`config.mk`:
```
export PLATFORM = sky130hd
export DESIGN_NAME = imem_dbg_ahb_slave
export DESIGN_NICKNAME = d
export VERILOG_FILES = /design/src/rtl/imem_dbg_ahb_slave.sv
export SDC_FILE = /design/constraint.sdc
export NUM_CORES = 1
export LEC_CHECK = 0
export ABC_AREA = 1
export CORE_ASPECT_RATIO = 0.9
export CORE_MARGIN = 3
export CORE_UTILIZATION = 32
export CTS_CLUSTER_SIZE = 24
export DETAILED_ROUTE_END_ITERATION = 8
export PLACE_DENSITY = 0.74
export SYNTH_ARGS = -nofsm -noshare
export SYNTH_HDL_FRONTEND = slang
export SYNTH_SLANG_ARGS = --single-unit
```
`constraint.sdc`:
```
create_clock -name clk -period 1.45 [get_ports clk]
set_input_delay 0.3625 -clock clk [delete_from_list [all_inputs] [get_ports clk]]
set_output_delay 0.3625 -clock clk [all_outputs]
set_load 0.01 [all_outputs]
```
`src/rtl/imem_dbg_ahb_slave.sv`:
```
// AHB-Lite debug responder that turns single bus transfers into accesses on the
// instruction-memory RAM port (32-bit, single-port, 1-cycle read latency).
module imem_dbg_ahb_slave #(
    parameter int unsigned HADDR_W = 16,
    parameter int unsigned RAM_AW  = 12
) (
    input  logic               clk,
    input  logic               resetn,
    input  logic               HSEL,
    input  logic [HADDR_W-1:0] HADDR,
    input  logic [1:0]         HTRANS,
    input  logic               HWRITE,
    input  logic [2:0]         HSIZE,
    input  logic [2:0]         HBURST,
    input  logic [3:0]         HPROT,
    input  logic               HMASTLOCK,
    input  logic               HREADY,
    input  logic [31:0]        HWDATA,
    output logic [31:0]        HRDATA,
    output logic               HREADYOUT,
    output logic               HRESP,
    output logic               ram_en,
    output logic [3:0]         ram_we,
    output logic [RAM_AW-1:0]  ram_addr,
    output logic [31:0]        ram_wdata,
    input  logic [31:0]        ram_rdata
);

    localparam logic [2:0] StIdle   = 3'd0;
    localparam logic [2:0] StWdata  = 3'd1;
    localparam logic [2:0] StRstall = 3'd2;
    localparam logic [2:0] StRdata  = 3'd3;
    localparam logic [2:0] StErr1   = 3'd4;
    localparam logic [2:0] StErr2   = 3'd5;

    localparam int unsigned WinW = HADDR_W + 1;
    localparam logic [WinW-1:0] WinBytes = WinW'(4 << RAM_AW);

    logic [2:0]        state_q, state_d;
    logic [3:0]        mask_q, mask_d;
    logic [RAM_AW-1:0] addr_q, addr_d;
    logic [31:0]       hrdata_q;

    logic              can_accept;
    logic              accept;
    logic              size_err;
    logic              out_of_window;
    logic              bad;
    logic              rd_now;
    logic [3:0]        lane_mask;
    logic [RAM_AW-1:0] haddr_word;

    logic unused_ahb;
    assign unused_ahb = ^{HBURST, HPROT, HMASTLOCK};

    // Wait-state cycles never take a new address phase, even if HREADY is mis-driven.
    assign can_accept = (state_q == StIdle) || (state_q == StWdata) ||
                        (state_q == StRdata) || (state_q == StErr2);
    assign accept     = HSEL && HREADY && HTRANS[1] && can_accept;
    assign haddr_word = HADDR[RAM_AW+1:2];

    assign size_err = (HSIZE > 3'd2) ||
                      ((HSIZE == 3'd1) && HADDR[0]) ||
                      ((HSIZE == 3'd2) && (HADDR[1:0] != 2'b00));
    assign out_of_window = {1'b0, HADDR} >= WinBytes;
    assign bad = size_err || out_of_window;

    always_comb begin
        lane_mask = 4'b1111;
        case (HSIZE)
            3'd0:    lane_mask = 4'b0001 << HADDR[1:0];
            3'd1:    lane_mask = 4'b0011 << HADDR[1:0];
            default: lane_mask = 4'b1111;
        endcase
    end

    // A legal read accepted outside WDATA goes to the RAM in its own address phase.
    assign rd_now = accept && !bad && !HWRITE && (state_q != StWdata);

    always_comb begin
        state_d = state_q;
        mask_d  = mask_q;
        addr_d  = addr_q;
        case (state_q)
            StIdle, StRdata, StErr2, StWdata: begin
                state_d = StIdle;
                if (accept) begin
                    if (bad) begin
                        state_d = StErr1;
                    end else if (HWRITE) begin
                        state_d = StWdata;
                        mask_d  = lane_mask;
                        addr_d  = haddr_word;
                    end else if (state_q == StWdata) begin
                        state_d = StRstall;
                        addr_d  = haddr_word;
                    end else begin
                        state_d = StRdata;
                    end
                end
            end
            StRstall: state_d = StRdata;
            StErr1:   state_d = StErr2;
            default:  state_d = StIdle;
        endcase
    end

    always_ff @(posedge clk) begin
        if (!resetn) begin
            state_q  <= StIdle;
            mask_q   <= 4'b0000;
            addr_q   <= '0;
            hrdata_q <= 32'h0;
        end else begin
            state_q <= state_d;
            mask_q  <= mask_d;
            addr_q  <= addr_d;
            if (state_q == StRdata) begin
                hrdata_q <= ram_rdata;
            end
        end
    end

    // RAM strobes are gated by resetn so a reset landing on WDATA drops the write.
    always_comb begin
        ram_en = 1'b0;
        ram_we = 4'b0000;
        if (resetn) begin
            ram_en = (state_q == StWdata) || (state_q == StRstall) || rd_now;
            ram_we = (state_q == StWdata) ? mask_q : 4'b0000;
        end
    end

    assign ram_addr  = ((state_q == StWdata) || (state_q == StRstall)) ? addr_q : haddr_word;
    assign ram_wdata = HWDATA;

    assign HREADYOUT = !resetn || !((state_q == StRstall) || (state_q == StErr1));
    assign HRESP     = resetn && ((state_q == StErr1) || (state_q == StErr2));
    assign HRDATA    = (resetn && (state_q == StRdata)) ? ram_rdata : hrdata_q;

endmodule

```
### Yosys cells after proc, flatten, opt, wreduce, memory -nomap -nowiden

Index checks and enable logic that the tools add are counted.

* register bits: 51
* bits in latches: 0
* memory bits (writable): 0
* bits in read-only memories: 0
* input bits: 98
* logic and storage cells: 62
* memories: 0

* $add $sub $neg: 0
* multiply operators: 0
* div/mod/pow operators: 0
* magnitude comparators: 2
* equal/unequal tests: 8
* shifts and indexed selects: 2
* mux-type cells: 13
* bitwise gates (word level): 1
* reduce and logical (&&, ||, !) cells: 32

Operators by type and width (number)
* $mux W12: 3
* $mux W32: 1
* $ge A16 B15 Y1 const B: 1
* $logic_or A1 B1 Y1: 11
* $logic_and A1 B1 Y1: 10
* $eq A3 B2 Y1 const B: 3
* $pmux W3 S3: 1
* $mux W4: 2
* $pmux W4 S2: 1
* $reduce_and A4 Y1: 2
* $eq A3 B1 Y1 const B: 2
* $eq A3 B3 Y1 const B: 2
* $logic_not A3 Y1: 2
* $mux W3: 2
* $logic_not A1 Y1: 4
* $reduce_bool A2 Y1: 2
* $reduce_or A4 Y1: 1
* $shl A1 B2 Y4 const A: 1
* $shl A2 B2 Y4 const A: 1
* $gt A3 B2 Y1 const B: 1
* $ne A3 B1 Y1 const B: 1
* $mux W1: 2
* $mux W2: 1
* $not A1 Y1: 1

### Logic depth before layout (Yosys ltp)

* depth in word-level cells: 11
* gate-level depth with buffers: 9

### Worst setup path before layout

No wires, ideal clock.

* path kind: input -> output
* from: input HADDR[1]
* to: output ram_en
* arrival time: 1.255 ns
* slack: -0.168 ns
* cell stages on the path: 8
* cells stage by stage: inv_2 nand2_1 nand3_1 nand2_1 nor2_4 buf_2 nand3_1 a21oi_1

* cells in the longest elaborated chain, start to end: 10
* elaborated cells between the ends (all ways): 11

Ends and longest elaborated chain
* from (decl): RTL line 10 `input logic [HADDR_W-1:0] HADDR,`
* branches (longest 3 deep; another with $ge A16 B15 Y1)
* $logic_or A1 B1 Y1 (*): RTL line 66 `assign bad = size_err || out_of_window;`
* $logic_not A1 Y1 (*): RTL line 78 `assign rd_now = accept && !bad && !HWRITE && (state_q != StWdata);`
* $logic_and A1 B1 Y1 (*) (3 in a row): RTL line 78
* $logic_or A1 B1 Y1 (*): RTL line 129 `ram_en = (state_q == StWdata) || (state_q == StRstall) || rd_now;`
* $mux W1 (*): RTL line 128 `if (resetn) begin`
* to (decl): RTL line 22 `output logic ram_en,`

Every way passes the cells marked *.

### Final worst setup path

* from: register state_q[1]
* to: output HRDATA[8]

* cells in the longest elaborated chain, start to end: 3

Ends and longest elaborated chain
* from (decl): RTL line 39 `logic [2:0] state_q, state_d;`
* from (signal assigned): RTL line 110 `state_q <= StIdle;`
* from (signal assigned): RTL line 115 `state_q <= state_d;`
* $eq A3 B2 Y1: RTL line 139 `assign HRDATA = (resetn && (state_q == StRdata)) ? ram_rdata : hrdata_q;`
* $logic_and A1 B1 Y1: RTL line 139
* $mux W32: RTL line 139
* to (decl): RTL line 19 `output logic [31:0] HRDATA,`

Every way passes these cells.

==> reports/summary.txt <==
GRT Resource Usage Total = 0.172
DRC = 0
Critical path fanouts, max = 6
Non-filler cells, final = 637
Setup slack after layout = -509 ps
Latest clock arrival within the worst-skew pair = 300 ps
H-tree depth = 2
Yosys top cell by area = dfxtp_1
Worst hold start = hrdata_q[24]
Total gr overflow = 0
Fin. Hold Viols = 0
GRT busiest layer = met2
GR Layer Usage met2 = 0.295
Compound-Gate Fraction of Synth Area = 0.187
Placed inst area = 0.00403 sq mm
Switching Power = 685 uW
Run status = finished, violations left
Comb power frac = 0.165
Routed len/inst = 13.9 microns
Failing checks = negative setup slack
Synth area leaders = dfxtp_1 38%, nand2_1 11%, buf_4 10%, o21ai_1 7.5%, inv_1 7.3%
Worst R2R Setup Slack = -150 ps
HP Class = reg -> reg
Reg-to-Reg Start = state_q[1]
Number of CTS-inserted buffers = 5
Hold Slack = 478 ps
Xor/xnor share of the synthesized area = 0
Post-layout util = 0.572
Global-route wire length before repair = 13300 microns
Final layout net count = 635
Largest net degree at the start of global routing = 35
Mapped cell area = 0.00268 sq mm
CP Launch Type = register
Initial antenna violation count = 0
Skew final = 10.4 ps
Fin. max-slew vios = 0
Int Pwr = 2380 uW
Largest family of logic cells by synthesized area = simple AND/OR/NAND/NOR gates
Post-synth top area share = 0.381
Core Footprint = 0.00811 sq mm
Die Wd = 102 microns
Post-synthesis mux area share = 0
VDD IR max = 0.497 mV
Worst-Margin Slew = 265 ps
F_max = 510 MHz
Sequential area share after synthesis = 0.381
Sw Share = 0.224
Crit path kind = reg -> out
Die area = 0.00951 sq mm
Max Cap Violations = 0
Reg clk slew, reported paths = 100 ps
Syn nets = 497
Drt pass-1 iters = 6
Rows = 31
Setup-failing EPs final = 63
Fin crit period = 1960 ps
CTS Sinks = 51
Root buf cell = clkbuf_8
Average size of a mapped cell = 6.72 sq um
Hold Path End = hrdata_q[24]
Flops & latches, synth = 51
Crit path required time = 1090 ps
Area delta synth->final = 72.9%
Initial DRC count = 100
ANT nets after route = 0
Clk buf depth = 2
Hold-fix buffers, CTS = 0
Pwr dens = 661 mW/mm^2
Hold path depth = 2
WP data arrival = 1600 ps
Tcrit/Tclk final = 1.35
CTS tree = yes
Routed wire length = 8870 microns
Vias in the first global route = 2920
Routability cong. = 0.806
Die Y = 92.8 microns
Detailed placer's ending HPWL = 5250 microns
Met3 Use GR = 0.0241
Syn Inst Count = 399
Max-slew headroom = 0.823
Vias per cell = 4.71
Clk pwr share = 0.376
Leak Pwr = 0.00210 uW
Routed vias = 3001
GR met1 Demand/Resource = 0.222
Yosys synthesis warning count = 0
Placed instance count = 606
I/O pin count = 181
Share of layout cells above drive strength 1 = 0.400
Seq pwr share = 0.459
RSZ-0062 raised after global routing = yes
RR Endpoint = addr_q[3]
Initial Util = 0.331
Final Cell Area = 0.00463 sq mm
Port Buffers = 107
Number of diodes = 0
CP endpoint kind = output port
Reg2Reg Depth = 12
Post-synthesis adder-cell area fraction = 0
Post-synthesis simple-gate area fraction = 0.222
Post-synth cell types = 19
[layout make-up]
| type | count | area, sq um |
|---|---|---|
| multi-input cells | 242 | 1450 |
| clock inverters | 2 | 60.1 |
| repair buffers | 179 | 1660 |
| fillers | 733 | 3470 |
| flip-flops and latches | 51 | 1030 |
| clock buffers | 6 | 72.6 |
| well taps | 99 | 124 |
| inverters | 58 | 238 |
[cells in the mapped netlist (all sizes together)]
library cell   n
a21oi         23
buf           45
clkbuf         5
dfxtp         51
inv           58
nand2         78
nand3         23
nand4          2
nor2          35
nor3           2
o21ai         77
[timing repair]
action | CTS | global route
pin swaps | 6 | 13
gates resized for setup | 277 | 54
buffers inserted | 11 | 4
setup endpoints to repair | 69 | 69
gates cloned | 8 | 3
[power by group through the flow]
stage                     clock [uW]  combinational, uW  sequential [uW]
after CTS                       1180                460             1410
after global routing            1230                546             1410
after floorplan                    0                248             1440
final                           1150                506             1410
after global placement             0                447             1440
after detailed placement           0                454             1440
[placed cells by master (no fill, tap or decap), types with 3 or more instances in the layout]
cell             Yosys  final
a21oi_1             23     21
buf_12               0      7
buf_16               0      4
buf_2                7     49
buf_4               36     39
buf_6                2     20
clkbuf_16            0      3
clkbuf_8             0      5
clkdlybuf4s50_1      0     47
dfxtp_1             51     48
dlygate4sd2_1        0      5
dlymetal6s2s_1       0      4
inv_1               52     48
inv_2                6      6
nand2_1             76     54
nand2_2              2     15
nand2_4              0      8
nand2_8              0      3
nand3_1             22     14
nand3_2              1      7
nor2_1              30     24
nor2_2               3      4
nor2_4               2      7
o21ai_0             37     27
o21ai_1             40     27
o21ai_2              0     22
[state kept, by name, summed over array words and instances (netlist names)]
register	count
mask_q	4
addr_q	12
hrdata_q	32
state_q	3
[logic make-up after synthesis]
| kind of cell | Yosys count |
|---|---|
| DFF | 51 |
| AOI/OAI and AO/OA | 100 |
| and+or+nand+nor | 140 |
| buffers and inverters | 108 |
[routing by layer]
metal	up-vias	part of all wire
li1	1516	-
met1	1381	0.42
met2	84	0.51
met3	20	0.052
met4	0	0.019
met5	-	0
[how the worst max path moves through the flow]
stage / cells past startpoint / slack, ps / endpoint / from
2_1_floorplan: 6 / -30 / ram_en / HSIZE[0]
3_3_place_gp: 9 / -970 / ram_en / HADDR[0]
3_5_place_dp: 9 / -970 / ram_en / HADDR[0]
4_1_cts: 9 / -530 / HRDATA[3] / state_q[2]
5_1_grt: 9 / -600 / HRDATA[8] / state_q[2]
6_report: 8 / -510 / HRDATA[8] / state_q[1]
[critical path, cell delays in order, from the launching register on]
cell,delay [ps]
dfxtp_4,390
nand3_4,90
nor2_4,160
buf_6,150
buf_6,140
buf_16,130
nand2_4,40
o21ai_1,60
buf_2,140
[per-stage QoR]
| stage | TNS (ps) | total power [uW] | worst slack [ps] |
|---|---|---|---|
| finish | -22950 | 3060 | -509 |
| global route | -28920 | 3180 | -603 |
| CTS | -24250 | 3050 | -532 |
| detailed placement | -57110 | 1890 | -972 |
| global placement | -55280 | 1890 | -974 |
| floorplan | -50.7 | 1690 | -32.0 |
Power figures use the tool's default switching activity.
